$ cat config.mk
export PLATFORM = sky130hd
export DESIGN_NAME = alu_reg_seq
export DESIGN_NICKNAME = d
export VERILOG_FILES = /design/src/rtl/alu_reg_seq.sv
export SDC_FILE = /design/constraint.sdc
export NUM_CORES = 1
export LEC_CHECK = 0
export ABC_AREA = 0
export CORE_MARGIN = 10
export CORE_UTILIZATION = 42
export CTS_CLUSTER_SIZE = 10
export DETAILED_ROUTE_END_ITERATION = 8
export PLACE_DENSITY = 0.79
export SETUP_SLACK_MARGIN = 0.3
export SYNTH_ARGS = -nofsm -noshare
export SYNTH_HDL_FRONTEND = slang
export SYNTH_SLANG_ARGS = --single-unit
$ cat constraint.sdc
create_clock -name Clk -period 1.95 [get_ports Clk]
set_clock_uncertainty 0.1 [all_clocks]
set_input_delay 0.39 -clock Clk [delete_from_list [all_inputs] [get_ports Clk]]
set_output_delay 0.39 -clock Clk [all_outputs]
set_load 0.03 [all_outputs]
$ cat src/rtl/alu_reg_seq.sv
// Command sequencer for an ALU/register-file pair. It accepts one command at a
// time and walks it through READ -> EXEC -> WB -> DONE, one cycle per state.
// It captures the result flags at the end of EXEC and keeps a saturating count
// of overflow events.
//
// Handshake: a command transfers on a rising Clk edge where Cmd_Valid and
// Cmd_Ready are both 1. Cmd_Ready is 1 only in IDLE. Cmd_* inputs are ignored
// at every other edge, and Cmd_Valid may stay high while the sequencer is busy.
module alu_reg_seq #(
    parameter int CNT_W = 8
) (
    input  logic             Clk,
    input  logic             Reset,
    input  logic             Cmd_Valid,
    output logic             Cmd_Ready,
    input  logic [2:0]       Cmd_OP,
    input  logic [4:0]       Cmd_RA,
    input  logic [4:0]       Cmd_RB,
    input  logic [4:0]       Cmd_RW,
    input  logic             Cmd_WB,
    output logic [4:0]       R_Addr_A,
    output logic [4:0]       R_Addr_B,
    output logic [4:0]       W_Addr,
    output logic [2:0]       ALU_OP,
    output logic             Write_Reg,
    input  logic             ZF,
    input  logic             OF,
    output logic             Done,
    output logic             Res_ZF,
    output logic             Res_OF,
    output logic             Busy,
    output logic [CNT_W-1:0] Ovf_Cnt,
    input  logic             Cnt_Clr,
    output logic [2:0]       dbg_state
);

    typedef enum logic [2:0] {
        S_IDLE = 3'd0,
        S_READ = 3'd1,
        S_EXEC = 3'd2,
        S_WB   = 3'd3,
        S_DONE = 3'd4
    } state_t;

    localparam logic [CNT_W-1:0] CNT_MAX = '1;
    localparam logic [CNT_W-1:0] CNT_ONE = {{(CNT_W-1){1'b0}}, 1'b1};

    state_t state;
    state_t state_n;
    logic   wb_q;
    logic   accept;

    // The accept decode uses the state directly, so the ready output is not
    // fed back into the next-state logic.
    assign accept    = Cmd_Valid && (state == S_IDLE);
    assign dbg_state = state;

    // State register. Reset returns the FSM to IDLE without waiting for a
    // clock edge, which aborts any command in flight.
    always_ff @(posedge Clk or posedge Reset) begin
        if (Reset) begin
            state <= S_IDLE;
        end else begin
            state <= state_n;
        end
    end

    // Next-state decode and the outputs that are decoded from the state.
    // Write_Reg is decoded from the state, so an asynchronous reset drops it
    // at once.
    always_comb begin
        state_n   = state;
        Cmd_Ready = 1'b0;
        Done      = 1'b0;
        Write_Reg = 1'b0;
        case (state)
            S_IDLE: begin
                Cmd_Ready = 1'b1;
                if (accept) begin
                    state_n = S_READ;
                end
            end
            S_READ: state_n = S_EXEC;
            S_EXEC: state_n = S_WB;
            S_WB: begin
                state_n   = S_DONE;
                // Register 0 is never written.
                Write_Reg = wb_q && (W_Addr != 5'd0);
            end
            S_DONE: begin
                state_n = S_IDLE;
                Done    = 1'b1;
            end
            default: state_n = S_IDLE;
        endcase
    end

    assign Busy = ~Cmd_Ready;

    // Capture the command fields on acceptance. The ALU control outputs hold
    // these values through the command and keep them in IDLE afterwards.
    always_ff @(posedge Clk or posedge Reset) begin
        if (Reset) begin
            R_Addr_A <= 5'd0;
            R_Addr_B <= 5'd0;
            W_Addr   <= 5'd0;
            ALU_OP   <= 3'd0;
            wb_q     <= 1'b0;
        end else if (accept) begin
            R_Addr_A <= Cmd_RA;
            R_Addr_B <= Cmd_RB;
            W_Addr   <= Cmd_RW;
            ALU_OP   <= Cmd_OP;
            wb_q     <= Cmd_WB;
        end
    end

    // Sample the ALU flags on the edge that leaves EXEC. They are held until
    // the next command leaves EXEC.
    always_ff @(posedge Clk or posedge Reset) begin
        if (Reset) begin
            Res_ZF <= 1'b0;
            Res_OF <= 1'b0;
        end else if (state == S_EXEC) begin
            Res_ZF <= ZF;
            Res_OF <= OF;
        end
    end

    // Saturating overflow counter. A clear wins over an increment at the same
    // edge.
    always_ff @(posedge Clk or posedge Reset) begin
        if (Reset) begin
            Ovf_Cnt <= '0;
        end else if (Cnt_Clr) begin
            Ovf_Cnt <= '0;
        end else if ((state == S_EXEC) && OF && (Ovf_Cnt != CNT_MAX)) begin
            Ovf_Cnt <= Ovf_Cnt + CNT_ONE;
        end
    end

endmodule

==> results of run 1 <==
-- flip-flops by register name (all words and copies together) (netlist names) --
name       cells
Ovf_Cnt        8
R_Addr_A       5
R_Addr_B       5
W_Addr         5
ALU_OP         3
dbg_state      3
Res_OF         1
Res_ZF         1
wb_q           1
-- critical path, stage by stage, from the launching register on --
cell      delay, ps
dfrtp_2         430
or3_4           420
clkinv_4         60
buf_6           120
-- power groups by stage --
stage	logic (mW)	clock network, mW	registers, mW
after detailed placement	1.99	0	1.12
after floorplan	0.755	0	1.60
after CTS	2.03	0.508	1.11
after global routing	2.27	0.552	1.16
final	2.15	0.493	1.12
after global placement	1.94	0	1.09
-- cells by family after synthesis --
family,count (synthesis),share of synthesized area
DFF,32,0.561
muxes,21,0.191
adders and majority gates,1,0.00876
and+or+nand+nor,26,0.0999
xor gates and xnor gates,7,0.0429
buffers and inverters,6,0.0438
AOI/OAI and AO/OA,11,0.0526
-- worst paths after layout --
path,to,slack [ps]
worst max-delay path,Cmd_Ready,90
worst min-delay path,R_Addr_A[4],320
worst max register to register,R_Addr_A[4],160
worst min register to register,Res_OF,400
max in group asynchronous,Ovf_Cnt[2],1120
min in group Clk,Res_OF,400
-- per-stage QoR --
stage	TNS (ps)	cells	setup WS, ps
5_1_grt	0	230	45.0
4_1_cts	0	224	88.2
2_1_floorplan	-948	104	-94.8
6_report	0	230	88.2
3_3_place_gp	0	210	60.0
3_5_place_dp	0	210	28.7
-- cell type report --
class / instances / area, µm² / area share
clock buffer: 6 / 41.3 / 0.0177
tap: 46 / 57.6 / 0.0247
clock inverter: 2 / 35.0 / 0.0150
inverter: 2 / 12.5 / 0.00537
multi-input combinational: 66 / 662 / 0.284
timing repair buffer: 76 / 712 / 0.306
sequential: 32 / 810 / 0.347
-- placed cells by master (no fill, tap or decap), drive strengths merged, types with 2 or more instances in the layout --
cell / n
clkdlybuf4s15: 12
or3: 2
clkdlybuf4s50: 24
dfrtp: 32
o211ai: 3
mux2: 20
and3: 2
o2111ai: 2
xor2: 6
o21ai: 2
buf: 22
a21oi: 2
clkinv: 2
nand2: 3
nor2: 11
dlygate4sd2: 5
clkbuf: 19
and2: 2
-- metal layers --
metal	up-vias	wire length (µm)
met5	-	0
met4	0	66
met3	6	255
met2	37	2410
met1	546	1530
li1	525	-
-- what timing repair did --
| action | 4_1_cts | 5_1_grt |
|---|---|---|
| hold buffers | 0 | 0 |
| setup buffers | 6 | 5 |
| cloned | 0 | 1 |
| hold endpoints to repair | 0 | 0 |
| resized for setup | 77 | 51 |
| setup endpoints to repair | 55 | 54 |
| pin swaps | 4 | 6 |
==> metrics.md, run 1 <==
| Metric | Value |
|---|---|
| Post-Route Utilization | `0.704` |
| Slew at the pin closest to its max-slew limit | `394 ps` |
| Final clock period utilization by the worst path | `0.955` |
| CP endpoint kind | `output port` |
| Initial Utilization | `0.431` |
| Leakage | `1.07 nW` |
| Vias in the first global route | `between 1000 and 1500` |
| Top cell type's share of synthesized area | `0.561` |
| Fin nets | `roughly 210` |
| Hold Fails Final Rpt | `0` |
| Most numerous cell in the Yosys netlist | `dfrtp_1` |
| Primary FF master, synth | `dfrtp_1` |
| DRT iter0 DRCs | `20` |
| Slew Limit Fails | `0` |
| CTS Buffer Depth | `2` |
| VDD IR max | `about 0.88 mV` |
| Met2 Resource Use GR | `0.238` |
| First-pass DRT Iterations | `4` |
| Synth Warn # | `0` |
| Async set or reset register ratio after synthesis | `1.00` |
| Logic pwr share | `0.572` |
| Post-DP Area | `between 2000 and 2500 µm²` |
| Area of the core | `3310 µm²` |
| GPL Wtd Cong | `0.823` |
| Syn nets | `130` |
| HP Class | `in2async` |
| Top cell type by total area after synthesis | `dfrtp_1` |
| Int Power | `2.23 mW` |
| Initial antenna violation count | `0` |
| M1 GR Usage | `0.142` |
| Setup-failing EPs final | `0` |
| Tot Pwr | `3.77 mW` |
| Largest cells by area after synthesis | `dfrtp_1 56%, mux2_4 11%, mux2_2 7.9%` |
| Yosys cell types | `31` |
| Sw frac | `0.408` |
| Critical path class | `reg2out` |
| Synthesized flop and latch total | `32` |
| Final ANT Viol Nets | `0` |
| Syn Inst Count | `between 100 and 150` |
| Run status | `completed` |
| Avg Synthesized Cell Area | `13.7 µm²` |
| Worst EP required | `1460 ps` |
| Cells on worst reg2reg path | `5` |
| Clock network power share | `0.131` |
| DIE HEIGHT | `78.3 µm` |
| Sequential area share after synthesis | `0.561` |
| RSZ-0062 raised after global routing | `yes` |
| Worst flop-to-flop path startpoint | `dbg_state[0]` |
| Fmax | `537 MHz` |
| Synth cell count leaders | `32 x dfrtp_1, 11 x nor2_1, 10 x mux2_2, 10 x mux2_4, 6 x xor2_1` |
| Global-route wire length before repair | `6.41 mm` |
| Die width | `approximately 78 µm` |
| Boundary Pins | `60` |
| Tmin final | `1860 ps` |
| Synthesis-to-layout area growth | `63.2%` |
| Final Cell Area | `2330 µm²` |
| Total power density per cell area | `roughly 1600 nW/µm²` |
| Clk Latency, worst-skew pair | `340 ps` |
| Worst hold slack | `between 300 and 400 ps` |
| DRT Wirelength | `4.26 mm` |
| CTS sink cnt | `32` |
| Gr busiest metal | `met2` |
| Slew HR | `0.737` |
| IO buf count | `59` |
| Rows | `21` |
| Maximum number of pins on one net before global-route repair | `33` |
| Sw power | `roughly 1.5 mW` |
| Vias per cell | `4.84` |
| Antenna Cells | `0` |
| Critical Path Start | `dbg_state[0]` |
| Synth Cell Area | `1430 µm²` |
| Grt ovf | `0` |
| Global Route Usage Sum | `0.134` |
| DR WL/cell | `approximately 19 µm` |
| Startpoint types | `register` |
| Die ar. | `6130 µm²` |
| Num CTS Buffers | `5` |
| Residual DRC count | `0` |
| Max Cap Viol | `0` |
| Share of layout cells above drive strength 1 | `0.467` |
| H-tree Lvls | `2` |
| Via Count | `approximately 1100` |
| Register share of total power | `0.297` |
| Post-synth EDFFs | `0` |
| Crit Path Max Fanout | `3` |
| CTS tree | `done` |
| Clock-pin slew on the worst setup and hold paths | `100 ps` |
| Fillcell total | `about 260` |
| Met3 Track Usage GR | `0.0478` |
| CP Data Arrival Time | `between 1000 and 1500 ps` |
| Clk root buf | `clkbuf_4` |
Power figures use the tool's default switching activity.
==> run 2, diff against run 1 <==
Settings changed: ABC_AREA 0 to 1, CORE_UTILIZATION 42 to 43, SETUP_SLACK_MARGIN 0.3 to 0.15.
==> run 2 against run 1 <==
Effect of this change: via count rose by 33%; utilization shrank 1.8 points; routed wire length shrank 0.16%; area after synthesis rose by 7.3%; critical path depth grew 2; sequential power about the same; critical path type unchanged; largest cell class unchanged; largest power group unchanged; highest routed layer unchanged.
==> metrics.md, run 2 <==
| Metric | Value |
|---|---|
| Run status | `completed (unchanged)` |
| Final HPWL DP | `3.02 mm` |
| Crit Path Max Fanout | `5 (was 3)` |
| Top cell type's share of synthesized area | `0.523 (was 0.561)` |
| Share of layout cells above drive strength 1 | `0.200 (was 0.467)` |
| Crit path depth | `5 (was 3)` |
| Fin nets | `281 (was 209)` |
| Yosys cell types | `23 (was 31)` |
| Fmax | `555 MHz (was 537 MHz)` |
| Die width | `79.7 µm (was 78.3 µm)` |
| Global Route Usage Sum | `0.140 (was 0.134)` |
| Via Count | `1480 (was 1114)` |
| Leakage | `1.22 nW (was 1.07 nW)` |
| Tot Pwr | `3.51 mW (was 3.77 mW)` |
| Place WS | `41.3 ps (was 28.7 ps)` |
| Syn Inst Count | `182 (was 104)` |
| GPL Wtd Cong | `0.809 (was 0.823)` |
| CTS tree | `done (unchanged)` |
| Synthesis-to-layout area growth | `51.7% (was 63.2%)` |
| Boundary Pins | `60 (unchanged)` |
| Avg Synthesized Cell Area | `8.41 µm² (was 13.7 µm²)` |
| Synth Cell Area | `1530 µm² (was 1430 µm²)` |
| Area of the core | `3390 µm² (was 3310 µm²)` |
| Most numerous cell in the Yosys netlist | `nand2_1 (was dfrtp_1)` |
| Sw frac | `0.453 (was 0.408)` |
| Syn nets | `208 (was 130)` |
| Async set or reset register ratio after synthesis | `1.00 (unchanged)` |
| Final Cell Area | `2320 µm² (was 2330 µm²)` |
| H-tree Lvls | `2 (unchanged)` |
| Startpoint types | `register (unchanged)` |
| Maximum number of pins on one net before global-route repair | `33 (unchanged)` |
| Register share of total power | `0.315 (was 0.297)` |
| Post-DP Area | `2170 µm² (was 2070 µm²)` |
| Top cell type by total area after synthesis | `dfrtp_1 (unchanged)` |
| Int Power | `1.92 mW (was 2.23 mW)` |
| Residual DRC count | `0 (unchanged)` |
| Initial Utilization | `0.452 (was 0.431)` |
| Clock-pin slew on the worst setup and hold paths | `100 ps (about the same)` |
| Slew Limit Fails | `0 (unchanged)` |
| Cell family with most CP delay | `flip-flops (unchanged)` |
| Num CTS Buffers | `5 (unchanged)` |
| Final ANT Viol Nets | `0 (unchanged)` |
| Fillcell total | `281 (was 263)` |
| Critical path cell sequence | `nor2_4 -> inv_2 -> nor2_4 -> buf_12 -> buf_8 (was or3_4 -> clkinv_4 -> buf_6)` |
| Largest cells by area after synthesis | `dfrtp_1 52%, nand2_1 15%, nand3_1 11% (was dfrtp_1 56%, mux2_4 11%, mux2_2 7.9%)` |
| Vias per cell | `4.92 (was 4.84)` |
| Die ar. | `6350 µm² (was 6130 µm²)` |
| HP Class | `in2async (unchanged)` |
| Reg with most FFs | `Ovf_Cnt (unchanged)` |
| DRT iter0 DRCs | `54 (was 20)` |
| Hold Fails Final Rpt | `0 (unchanged)` |
| Clk Latency, worst-skew pair | `330 ps (was 340 ps)` |
| DRT Wirelength | `4.25 mm (was 4.26 mm)` |
| Rows | `21 (unchanged)` |
| Grt ovf | `0 (unchanged)` |
| Max reg flops | `8 (unchanged)` |
| VDD IR max | `1.37 mV (was 0.883 mV)` |
| Worst EP required | `1460 ps (about the same)` |
| Logic pwr share | `0.566 (was 0.572)` |
| Global-route wire length before repair | `7.05 mm (was 6.41 mm)` |
| Crit path buf inv count | `3 (was 2)` |
| Initial antenna violation count | `0 (unchanged)` |
| Cell mode on critical path | `nor2_4` |
| Sw power | `1.59 mW (was 1.54 mW)` |
| Synth cell count leaders | `62 x nand2_1, 35 x nand3_1, 32 x dfrtp_1, 13 x nor2_1, 8 x inv_1 (was 32 x dfrtp_1, 11 x nor2_1, 10 x mux2_2, 10 x mux2_4, 6 x xor2_1)` |
| DR WL/cell | `14.1 µm (was 18.5 µm)` |
| Synth Warn # | `0 (unchanged)` |
| CP endpoint kind | `output port (unchanged)` |
| Clock network power share | `0.120 (was 0.131)` |
| Antenna Cells | `0 (unchanged)` |
| Slew at the pin closest to its max-slew limit | `410 ps (was 394 ps)` |
| Total power density per cell area | `1510 nW/µm² (was 1620 nW/µm²)` |
| IO buf count | `59 (unchanged)` |
| Critical path class | `reg2out (unchanged)` |
| Slew HR | `0.726 (was 0.737)` |
| Most frequent cells in the layout | `61 x nand2_1, 35 x nand3_1, 29 x dfrtp_1 (was 25 x dfrtp_1, 24 x clkdlybuf4s50_1, 19 x mux2_4)` |
| CP Data Arrival Time | `1310 ps (was 1370 ps)` |
| CTS Buffer Depth | `2 (unchanged)` |
| RSZ-0062 raised after global routing | `yes (unchanged)` |
| Setup WS post-layout | `147 ps (was 88.2 ps)` |
| CTS sink cnt | `32 (unchanged)` |
| Vias in the first global route | `1540 (was 1168)` |
| Post-synth EDFFs | `0 (unchanged)` |
| Max Cap Viol | `0 (unchanged)` |
| Crit-path slowest cell | `dfrtp_2 (unchanged)` |
| Synthesized flop and latch total | `32 (unchanged)` |
| Setup-failing EPs final | `0 (unchanged)` |
| Commonest non-fill, non-tap cell in the layout | `nand2_1 (was dfrtp_1)` |
| Cells on worst reg2reg path | `9 (was 5)` |
| Crit path largest cell delay | `460 ps (was 430 ps)` |
| Clk root buf | `clkbuf_4 (unchanged)` |
| Primary FF master, synth | `dfrtp_1 (unchanged)` |
| Sequential area share after synthesis | `0.523 (was 0.561)` |
| Tmin final | `1800 ps (was 1860 ps)` |
| First-pass DRT Iterations | `5 (was 4)` |
| Post-CTS Hold Fix Bufs | `0 (unchanged)` |
| Final clock period utilization by the worst path | `0.925 (was 0.955)` |
| Fin Setup TNS | `0 ps (unchanged)` |
| DIE HEIGHT | `79.7 µm (was 78.3 µm)` |
[run 2: cell count changes in the layout (fill, tap and decap cells not counted), moves of 5 or more]
cell / before / now
mux2_4: 19 / 0
inv_1: 1 / 8
clkdlybuf4s15_1: 8 / 0
nand3_1: 0 / 35
nand2_1: 1 / 61
dlygate4sd2_1: 5 / 28
xor2_1: 6 / 1
buf_6: 8 / 2
clkbuf_2: 12 / 4
[run 2: cell type report]
cell class / count / area, µm² / area share
Tap cell: 46 / 57.6 / 0.0248
Multi-Input combinational cell: 133 / 672 / 0.289
Timing Repair Buffer: 73 / 686 / 0.295
Inverter: 10 / 38.8 / 0.0167
Sequential cell: 32 / 805 / 0.346
Clock buffer: 7 / 65.1 / 0.0280
[run 2: routing by layer]
layer,global-route usage,routed length [µm],vias to the layer above
met1,0.146,1700,688
met5,0,0,-
li1,-,-,729
met2,0.222,1940,56
met4,0.0484,58,0
met3,0.0946,550,7
[run 2: per-stage QoR]
stage / util / hold WS (ps) / std cells
finish: 0.685 / 339 / 301
global route: 0.685 / 353 / 301
CTS: 0.681 / 342 / 300
detailed placement: 0.641 / 359 / 285
global placement: 0.641 / 353 / 285
floorplan: - / 342 / 182
[run 2: path summary, 6_finish.rpt]
path / from / slack, ps / end
setup / recovery: dbg_state[2] / 150 / Cmd_Ready
hold / removal: Reset / 340 / ALU_OP[1]
setup reg to reg: dbg_state[2] / 280 / R_Addr_B[0]
hold reg to reg: R_Addr_B[1] / 380 / R_Addr_B[1]
max in group asynchronous: Reset / 1090 / dbg_state[1]
min in group Clk: R_Addr_B[1] / 380 / R_Addr_B[1]
[run 2: worst register-to-register path, delay by kind of cell (launching register included)]
kind                   cells  cell delay (ps)
buffers and inverters      4              530
flip-flops                 1              460
AND/OR/NAND/NOR            5              470
[run 2: power groups by stage]
| stage | clock, mW | sequential (mW) | combinational (mW) |
|---|---|---|---|
| after detailed placement | 0 | 1.11 | 1.80 |
| final | 0.420 | 1.10 | 1.98 |
| after floorplan | 0 | 1.55 | 0.644 |
| after global routing | 0.461 | 1.13 | 2.13 |
| after CTS | 0.434 | 1.09 | 1.95 |
| after global placement | 0 | 1.10 | 1.79 |
[run 2: repair_timing]
| item | CTS | global route |
|---|---|---|
| setup buffers | 7 | 1 |
| setup endpoints to repair | 35 | 7 |
| gates resized for setup | 47 | 14 |
| gates cloned | 1 | 0 |
| pin swaps | 5 | 2 |
[run 2: kinds of logic (layout without fill, tap and decap cells)]
kind of cell,Yosys count,after routing,synth area share
and+or+nand+nor,124,124,0.377
DFF,32,32,0.523
buffers and inverters,17,90,0.0572
AOI/OAI and AO/OA,7,7,0.0294
adders and majority gates,1,1,0.00817
xor gates and xnor gates,1,1,0.00572
